<file path="config.mk">
export PLATFORM = sky130hd
export DESIGN_NAME = bcd_time_keeper
export DESIGN_NICKNAME = d
export VERILOG_FILES = /design/src/rtl/clock_pkg.sv /design/src/rtl/bcd_pair_counter.sv /design/src/rtl/bcd_time_keeper.sv
export SDC_FILE = /design/constraint.sdc
export NUM_CORES = 1
export LEC_CHECK = 0
export CAP_MARGIN = 15
export CORE_AREA = 8 8 50 82
export CTS_CLUSTER_SIZE = 20
export DETAILED_ROUTE_END_ITERATION = 16
export DIE_AREA = 0 0 58 90
export PLACE_DENSITY = 0.8
export RECOVER_POWER = 50
export SETUP_SLACK_MARGIN = 0.4
export SLEW_MARGIN = 20
export SYNTH_ARGS = -nofsm -noshare
export SYNTH_HDL_FRONTEND = slang
export SYNTH_SLANG_ARGS = --single-unit
</file>
<file path="constraint.sdc">
create_clock -name clk -period 2.7 [get_ports clk]
set_input_delay 0.405 -clock clk [delete_from_list [all_inputs] [get_ports clk]]
set_output_delay 0.405 -clock clk [all_outputs]
set_load 0.01 [all_outputs]
</file>
<file path="src/rtl/clock_pkg.sv">
// Shared constants and helpers for the BCD time keeper.
// Holds the BCD digit width, per-field digit limits and wrap targets, and
// the elaboration-time conversion of the binary reset hour into display form.
package clock_pkg;

    localparam int unsigned DIGIT_W = 4;

    typedef logic [DIGIT_W-1:0] bcd_t;

    typedef struct packed {
        bcd_t tens;
        bcd_t units;
    } bcd_pair_t;

    // Seconds and minutes both run 00..59
    localparam bcd_t SM_LIMIT_T = 4'd5;
    localparam bcd_t SM_LIMIT_U = 4'd9;

    // 24-hour clock: 00..23, wraps to 00
    localparam bcd_t H24_LIMIT_T = 4'd2;
    localparam bcd_t H24_LIMIT_U = 4'd3;
    localparam bcd_pair_t H24_WRAP = '{tens: 4'd0, units: 4'd0};

    // 12-hour clock: 12 is the top of the cycle, wraps to 01
    localparam bcd_t H12_LIMIT_T = 4'd1;
    localparam bcd_t H12_LIMIT_U = 4'd2;
    localparam bcd_pair_t H12_WRAP = '{tens: 4'd0, units: 4'd1};

    // Binary hour (0..23) to the BCD pair shown on the display
    function automatic bcd_pair_t reset_hours_bcd(int unsigned hours, bit mode12);
        int unsigned h;
        bcd_pair_t   r;
        h = hours % 24;
        if (mode12) begin
            h = h % 12;
            if (h == 0) h = 12;
        end
        r.tens  = bcd_t'(h / 10);
        r.units = bcd_t'(h % 10);
        return r;
    endfunction

    function automatic logic reset_pm(int unsigned hours, bit mode12);
        return mode12 && ((hours % 24) >= 12);
    endfunction

endpackage

</file>
<file path="src/rtl/bcd_pair_counter.sv">
// Two-digit BCD counter with programmable top value and wrap target.
// Ports:
//   clk, reset        - clock and synchronous active-high reset
//   reset_value       - pair loaded on reset
//   inc               - advance by one (wraps to wrap_value at the limit)
//   clr               - force 00 (takes priority over inc)
//   limit_t, limit_u  - last value before wrapping
//   wrap_value        - value taken after the limit
//   tens, units       - registered digits
//   carry_out         - combinational: inc while sitting at the limit
module bcd_pair_counter
    import clock_pkg::*;
(
    input  logic      clk,
    input  logic      reset,
    input  bcd_pair_t reset_value,
    input  logic      inc,
    input  logic      clr,
    input  bcd_t      limit_t,
    input  bcd_t      limit_u,
    input  bcd_pair_t wrap_value,
    output bcd_t      tens,
    output bcd_t      units,
    output logic      carry_out
);

    logic at_limit;

    assign at_limit  = (tens == limit_t) && (units == limit_u);
    assign carry_out = inc && at_limit;

    always_ff @(posedge clk) begin
        if (reset) begin
            tens  <= reset_value.tens;
            units <= reset_value.units;
        end else if (clr) begin
            tens  <= '0;
            units <= '0;
        end else if (inc) begin
            if (at_limit) begin
                tens  <= wrap_value.tens;
                units <= wrap_value.units;
            end else if (units == 4'd9) begin
                units <= '0;
                tens  <= tens + 4'd1;
            end else begin
                units <= units + 4'd1;
            end
        end
    end

    // Digits must stay in 0..9
    assert property (@(posedge clk) disable iff (reset) (tens <= 4'd9) && (units <= 4'd9));

endmodule

</file>
<file path="src/rtl/bcd_time_keeper.sv">
// HH:MM:SS time keeper with packed BCD digits for the digit renderer.
// Ports:
//   clk, reset          - clock and synchronous active-high reset
//   tick_en             - 1 Hz strobe, advances seconds when no adjust is active
//   adj_hours           - increment hours (no effect on minutes/seconds)
//   adj_minutes         - increment minutes, never carries into hours
//   adj_seconds         - clear seconds
//   sec_u..hr_t         - registered BCD digits
//   pm                  - afternoon flag in 12-hour mode, 0 otherwise
//   sec_wrap            - one-cycle strobe after a tick-driven 59->00 rollover
module bcd_time_keeper
    import clock_pkg::*;
#(
    parameter bit          HOUR_MODE_12 = 1'b0,
    parameter int unsigned RESET_HOURS  = 0
) (
    input  logic       clk,
    input  logic       reset,
    input  logic       tick_en,
    input  logic       adj_hours,
    input  logic       adj_minutes,
    input  logic       adj_seconds,
    output logic [3:0] sec_u,
    output logic [3:0] sec_t,
    output logic [3:0] min_u,
    output logic [3:0] min_t,
    output logic [3:0] hr_u,
    output logic [3:0] hr_t,
    output logic       pm,
    output logic       sec_wrap
);

    localparam bcd_pair_t HR_RESET   = reset_hours_bcd(RESET_HOURS, HOUR_MODE_12);
    localparam logic      PM_RESET   = reset_pm(RESET_HOURS, HOUR_MODE_12);
    localparam bcd_t      HR_LIMIT_T = HOUR_MODE_12 ? H12_LIMIT_T : H24_LIMIT_T;
    localparam bcd_t      HR_LIMIT_U = HOUR_MODE_12 ? H12_LIMIT_U : H24_LIMIT_U;
    localparam bcd_pair_t HR_WRAP    = HOUR_MODE_12 ? H12_WRAP : H24_WRAP;

    logic set_mode;
    logic tick_run;
    logic sec_carry;
    logic min_inc;
    logic min_carry_raw;
    logic min_carry;
    logic hr_inc;
    logic hr_carry;
    logic pm_toggle;

    // Any adjust pulse drops the tick for this cycle, so no carry can race it
    assign set_mode  = adj_hours | adj_minutes | adj_seconds;
    assign tick_run  = tick_en & ~set_mode;
    assign min_inc   = adj_minutes | sec_carry;
    // Only a tick-driven minute rollover carries into hours
    assign min_carry = min_carry_raw & ~set_mode;
    assign hr_inc    = adj_hours | min_carry;
    assign pm_toggle = HOUR_MODE_12 && hr_inc && (hr_t == 4'd1) && (hr_u == 4'd1);

    bcd_pair_counter u_sec (
        .clk         (clk),
        .reset       (reset),
        .reset_value ('0),
        .inc         (tick_run),
        .clr         (adj_seconds),
        .limit_t     (SM_LIMIT_T),
        .limit_u     (SM_LIMIT_U),
        .wrap_value  ('0),
        .tens        (sec_t),
        .units       (sec_u),
        .carry_out   (sec_carry)
    );

    bcd_pair_counter u_min (
        .clk         (clk),
        .reset       (reset),
        .reset_value ('0),
        .inc         (min_inc),
        .clr         (1'b0),
        .limit_t     (SM_LIMIT_T),
        .limit_u     (SM_LIMIT_U),
        .wrap_value  ('0),
        .tens        (min_t),
        .units       (min_u),
        .carry_out   (min_carry_raw)
    );

    bcd_pair_counter u_hr (
        .clk         (clk),
        .reset       (reset),
        .reset_value (HR_RESET),
        .inc         (hr_inc),
        .clr         (1'b0),
        .limit_t     (HR_LIMIT_T),
        .limit_u     (HR_LIMIT_U),
        .wrap_value  (HR_WRAP),
        .tens        (hr_t),
        .units       (hr_u),
        .carry_out   (hr_carry)
    );

    always_ff @(posedge clk) begin
        if (reset) begin
            pm       <= PM_RESET;
            sec_wrap <= 1'b0;
        end else begin
            if (pm_toggle) pm <= ~pm;
            sec_wrap <= sec_carry;
        end
    end

    // The 12->01 wrap and the 11->12 pm toggle are distinct hour values
    assert property (@(posedge clk) disable iff (reset) !(hr_carry && pm_toggle));

endmodule

</file>
==> reports/results.md, run 1 <==
* 0 — number of max-cap violations
* 0 — Hold Violations, Final
* 0 — number of antenna violations at the first check in global routing
* 0 — antenna diode count
* 6.19 — number of vias per cell
* 1454 — vias in the first global route
* 6310 um — global-route wire length before repair
* 223 — nets@finish
* 3 — Num CTS Buffers
* 2 — number of buffers on the longest clock path
* 25 x dfxtp_1, 14 x a21oi_1, 13 x inv_1 — list of most frequent post-synthesis cells
* 20 — largest net degree at the start of global routing
* dfxtp_1 — most used flip-flop cell after synthesis
* 229 — post-placement cell count
* 0.779 nW — leakage
* 195 — number of nets in the synthesized netlist
* 0 — grt ovf
* 0 — fraction of registers with async set or reset after synthesis
* 23.3% — area grow syn2layout
* 0 ns — Setup Total Neg Slack
* 0.543 — worst slew margin relative to its limit
* 0.27 ns — later-pin clock latency in the skew report
* 0.833 — portion of the clock cycle consumed by the worst path in the final layout
* 30 — number of port buffers
* 2.85 ns — critical path required time
* 50 — Iter 0 DRT Violations
* 25 — flops & latches, synth
* 0.145 — global-route usage over all layers
* or4b_1 — slowest cell on the critical path
* 0 — number of synthesis warnings
* input pin to register — critical path start-end classification
* 0.684 ns — transition time at the pin with the least slew margin
* 27 — site row count
* 1 — number of buffers and inverters on the critical path
* 182 um — DR WL met3
* met4 — highest routing layer actually used
* 0.895 — last weighted congestion value of the routability-driven placer
* yes — CTS tree
* 1500 um — M1 WL
* 58 um — Die Wd
* u_sec.units[2] — Hold Path Sink
* 25 — TritonCTS sink count
* 177 — Post-Synthesis Cells
* register — element type at the critical path end
* 2 — hold path cells
* dfxtp_1 — biggest area consumer among synthesized cells
* 0.313 mV — Max IR drop VDD
* u_sec.units[2] — hold path start
* 0.499 — Initial Util
* yes — unrepaired setup endpoints after global routing
* 0.516 ns — Worst Hold Slack
* 0.67 ns — reg-to-reg setup timing slack
* 1442 — routed via count
* 90 um — die height
* dfxtp_1 — most common cell in the synthesized netlist
* clkdlybuf4s50_1, or4b_1, nor2_8, a31oi_4, o41ai_1 — cell-by-cell listing of the critical path
* 0.00304 mm^2 — core area
* 917 um^2 — combined area of the multi-input logic cells
* 0 — post-detailed-route DRC marker count
* simple AND/OR/NAND/NOR gates — Worst path top cell family by delay
* 1 — H-tree depth
* 0.00243 ns — clock skew
* 0 — Post-CTS Hold Buffers
* 0.09 ns — clock edge transition at the registers on the reported setup and hold paths
* dfxtp_1 33%, ha_1 9.9%, a21oi_1 4.6%, inv_1 3.2%, nand3_1 3.0% — top cells by area, synth
* 0 — count of antenna-violating nets left after detailed routing
* 500 um^2 — flip-flop and latch area
* 0.00152 mm^2 — post-synth design cell area
* 5 — reg2reg path depth
* 0.75 ns — slowest cell delay on critical path
* 8 — critical-path maximum fanout
* u_sec.tens[0] — launch point of the worst reg-to-reg path
* 2970 um — estimated wirelength of the detail-placed design
* 2.40 ns — CP arrival
* 665 uW — total power after layout
* 0.00522 mm^2 — floorplan die area
* input pin — type of origin of the critical path
* 0 — max-slew violations
* 0 — final-report setup violation count
* 276 — FILL cells
* 0.330 — register area share after synthesis
* 43 — number of unique standard cell types used by synthesis
* adj_minutes — CP startpoint
* 2.25 ns — minimum clock period
* 233 — final instance count without filler cells
* 0 — number of synthesized flops with an enable pin
* 32 — number of top-level design ports
* clkbuf_8 — CTS Root Buffer Type
* u_hr.units[0] — terminus of the critical flop-to-flop path
* 16.5 um — mean routed wirelength per cell
* 8.57 um^2 — syn_area_per_cell
* 2120 um — routed wire length on met2
* 3850 um — Routed Wire Length
* 356 mW/mm^2 — power per cell area
* register to register — worst min-delay path class
* 0.330 — share of the synthesized area in the top cell type
* 0.0735 — fraction of layout cells with a size suffix above 1
* finished, final reports clean — run status
* 0.616 — final design utilization
* 445 MHz — Highest Clock Rate
* 4 — number of iterations in the first detailed-routing pass
## tightest hold or removal path, cell delays in order, from the launching register on
cell and delay, ns:
dfxtp_1 0.35, nand2_1 0.07, a21oi_1 0.06
## timing repair
item                                    in CTS  in global routing
endpoints found under the setup margin       0                  2
buffers inserted                             0                  0
gates resized for setup                      0                  1
## cell families after synthesis
group                    after synthesis  share of synthesized area
adder cells (fa/ha/maj)               12                     0.0989
multiplexers                           3                     0.0206
AO/OA/AOI/OAI                         43                      0.196
flip-flops                            25                      0.330
other                                  1                    0.00247
AND/OR/NAND/NOR                       70                      0.282
buffers and inverters                 23                     0.0701
## stage by stage
step / cell area (um^2) / worst slack [ns]
5_1_grt: 1870 / 0.392
4_1_cts: 1870 / 0.474
3_3_place_gp: 1820 / 0.323
2_1_floorplan: 1520 / 0.766
6_report: 1870 / 0.451
3_5_place_dp: 1820 / 0.211
## sequential cells by signal (all words and copies together), names as in the netlist
| name | flops |
|---|---|
| u_sec.units | 4 |
| u_min.units | 4 |
| u_hr.tens | 4 |
| sec_wrap | 1 |
| u_min.tens | 4 |
| u_hr.units | 4 |
| u_sec.tens | 4 |
## metal layers
layer  track usage  up-vias
met5             0        -
met4        0.0679        0
met3        0.0342        4
met2         0.271       41
met1         0.139      691
li1              -      706
## area by class of cell
type	count	share of cell area
Clock inverter	1	0.00267
Timing Repair Buffer	33	0.172
Tap cell	29	0.0194
Multi-Input combinational cell	129	0.490
Inverter	13	0.0261
Sequential cell	25	0.267
Clock buffer	3	0.0221
## power by group
group,total (mW),switching [mW],internal [mW]
logic,0.0630,0.0354,0.0276
clock network,0.224,0.121,0.103
registers,0.379,0.00607,0.373
## cell usage in the layout, fill, tap and decap left out, drive strengths merged, types with 6 or more instances in the layout
cell type,netlist,layout
dfxtp,25,25
or3,6,6
nand2,12,12
a31oi,6,6
nand3b,6,6
nor2,13,13
a21oi,14,14
ha,12,12
inv,13,13
o21ai,7,7
nand3,9,9
dlygate4sd3,0,25
## how the worst max path moves through the flow
stage	to	slack, ns	depth (start not counted)
3_5_place_dp	u_hr.tens[1]	0.21	5
5_1_grt	u_hr.tens[1]	0.39	5
6_report	u_hr.tens[1]	0.45	5
2_1_floorplan	u_hr.units[0]	0.77	6
3_3_place_gp	u_hr.tens[1]	0.32	5
4_1_cts	u_hr.tens[1]	0.47	5
(Power assumes the default switching activity.)
==> run 2, diff against run 1 <==
--- a/config.mk
+++ b/config.mk
@@ -6,11 +6,11 @@
 export NUM_CORES = 1
 export LEC_CHECK = 0
 export CAP_MARGIN = 15
-export CORE_AREA = 8 8 50 82
+export CORE_AREA = 8 8 53 88
 export CTS_CLUSTER_SIZE = 20
 export DETAILED_ROUTE_END_ITERATION = 16
-export DIE_AREA = 0 0 58 90
-export PLACE_DENSITY = 0.8
+export DIE_AREA = 0 0 61 96
+export PLACE_DENSITY = 0.73
 export RECOVER_POWER = 50
 export SETUP_SLACK_MARGIN = 0.4
 export SLEW_MARGIN = 20
==> constraint.sdc (replaced) <==
create_clock -name clk -period 1.8 [get_ports clk]
set_input_delay 0.27 -clock clk [delete_from_list [all_inputs] [get_ports clk]]
set_output_delay 0.27 -clock clk [all_outputs]
set_load 0.01 [all_outputs]
==> run 2 against run 1 <==
Power rose by 60%. Clock power rose by 55%. Non-clock buffer count increased by 46. Wire length is 37% higher. Design area rose by 38%. Largest cell class unchanged. Largest power group unchanged.
==> reports/results.md, run 2 (synthesis gave the netlist of run 1 again) <==
* finished, final reports clean — run status
* 0.00586 mm^2 — floorplan die area
* 30 x buf_4, 27 x dlygate4sd2_1, 22 x dfxtp_1, 17 x buf_6 — most frequent cells in the layout
* 0 — grt ovf
* yes — unrepaired setup endpoints after global routing
* 586 MHz — Highest Clock Rate
* 0 — number of max-cap violations
* 5.57 — number of vias per cell
* 1.06 mW — total power after layout
* 0.00257 mm^2 — final design instance area without fill
* u_sec.units[1] — launch point of the worst reg-to-reg path
* 7 — critical-path maximum fanout
* 17.8 um — mean routed wirelength per cell
* 25 — TritonCTS sink count
* met4 — highest routing layer actually used
* 3350 um — estimated wirelength of the detail-placed design
* 0.880 — last weighted congestion value of the routability-driven placer
* 0 — Post-CTS Hold Buffers
* 0 — Hold Violations, Final
* 0 — max-slew violations
* 2.02 ns — critical path required time
* 7160 um — global-route wire length before repair
* 0 — final-report setup violation count
* register — element type at the critical path end
* 1.71 ns — minimum clock period
* register to register — worst min-delay path class
* 0 — number of antenna violations at the first check in global routing
* 0.431 — Initial Util
* 1.12 nW — leakage
* 1639 — vias in the first global route
* 14 — largest net degree at the start of global routing
* 0.00208 mm^2 — total cell area at the placement stage
* 3 — Num CTS Buffers
* 61 um — Die Wd
* 0.00444 ns — clock skew
* 29 — Iter 0 DRT Violations
* yes — CTS tree
* 29 — site row count
* 123 um — DR WL met3
* 0.00352 mm^2 — core area
* 270 — post-placement cell count
* clkbuf_8 — CTS Root Buffer Type
* 0.09 ns — clock edge transition at the registers on the reported setup and hold paths
* 32 — number of top-level design ports
* 69.7% — area grow syn2layout
* 0 — antenna diode count
* 0.28 ns — later-pin clock latency in the skew report
* 0.157 — global-route usage over all layers
* 296 — final instance count without filler cells
* 252 — FILL cells
* 5280 um — Routed Wire Length
* 413 mW/mm^2 — power per cell area
* 1649 — routed via count
* 0 — count of antenna-violating nets left after detailed routing
* 0 ns — Setup Total Neg Slack
* u_sec.units[1] — CP startpoint
* 0 — post-detailed-route DRC marker count
* 4 — number of iterations in the first detailed-routing pass
* 0.397 mV — Max IR drop VDD
* register — type of origin of the critical path
* 1 — H-tree depth
* 0.428 — fraction of layout cells with a size suffix above 1
* 96 um — die height
* 3100 um — routed wire length on met2
* register to register — critical path start-end classification
* 1940 um — M1 WL
* 0.948 — portion of the clock cycle consumed by the worst path in the final layout
* 269 — nets@finish
* 30 — number of port buffers
* 2 — number of buffers on the longest clock path
* u_hr.units[2] — hold path start
* buf_4 — leading cell type in the layout, fill and taps excluded
* 1.92 ns — CP arrival
run 2: final timing paths:
check,slack (ns),depth (start not counted),end
setup / recovery,0.09,8,u_min.units[0]
hold / removal,0.53,2,u_hr.units[2]
setup reg to reg,0.09,8,u_min.units[0]
hold reg to reg,0.53,2,u_hr.units[2]
run 2: cell type report:
class                           instances  area (um^2)  share of cell area
Clock buffer                            4         45.0              0.0175
Multi-Input combinational cell        129         1200               0.465
Sequential cell                        25          512               0.199
Inverter                               13         53.8              0.0209
Tap cell                               46         57.6              0.0224
Timing Repair Buffer                   79          709               0.276
run 2: stage by stage:
stage | utilization | worst slack [ns] | hold WS, ns
after global placement | 0.592 | -0.304 | 0.467
after floorplan | - | 0.130 | 0.478
final | 0.732 | 0.0934 | 0.533
after detailed placement | 0.592 | -0.327 | 0.476
after global routing | 0.732 | 0.00672 | 0.549
after CTS | 0.662 | 0.145 | 0.482
run 2: power breakdown:
part	switching [mW]	internal, mW	leakage (nW)
logic	0.0819	0.0743	0.888
clock network	0.188	0.159	0.0228
registers	0.00542	0.555	0.204
total	0.275	0.789	1.12
run 2: metal layers:
metal,up-vias,global-route usage
met5,-,0
met4,0,0.0744
met3,9,0.0268
met2,31,0.309
met1,816,0.145
li1,793,-
run 2: timing repair:
| action | CTS | global route |
|---|---|---|
| gates resized for setup | 80 | 42 |
| setup endpoints to repair | 50 | 25 |
| buffers inserted | 11 | 11 |
| endpoints found under the hold margin | 0 | 0 |
| pin swaps | 15 | 15 |
run 2: critical path, cell delays in order (launching register included):
cell,delay (ns)
dfxtp_1,0.39
inv_4,0.05
ha_4,0.15
and3b_2,0.26
a31oi_4,0.32
buf_6,0.15
buf_4,0.10
nand2_1,0.08
a21oi_1,0.14
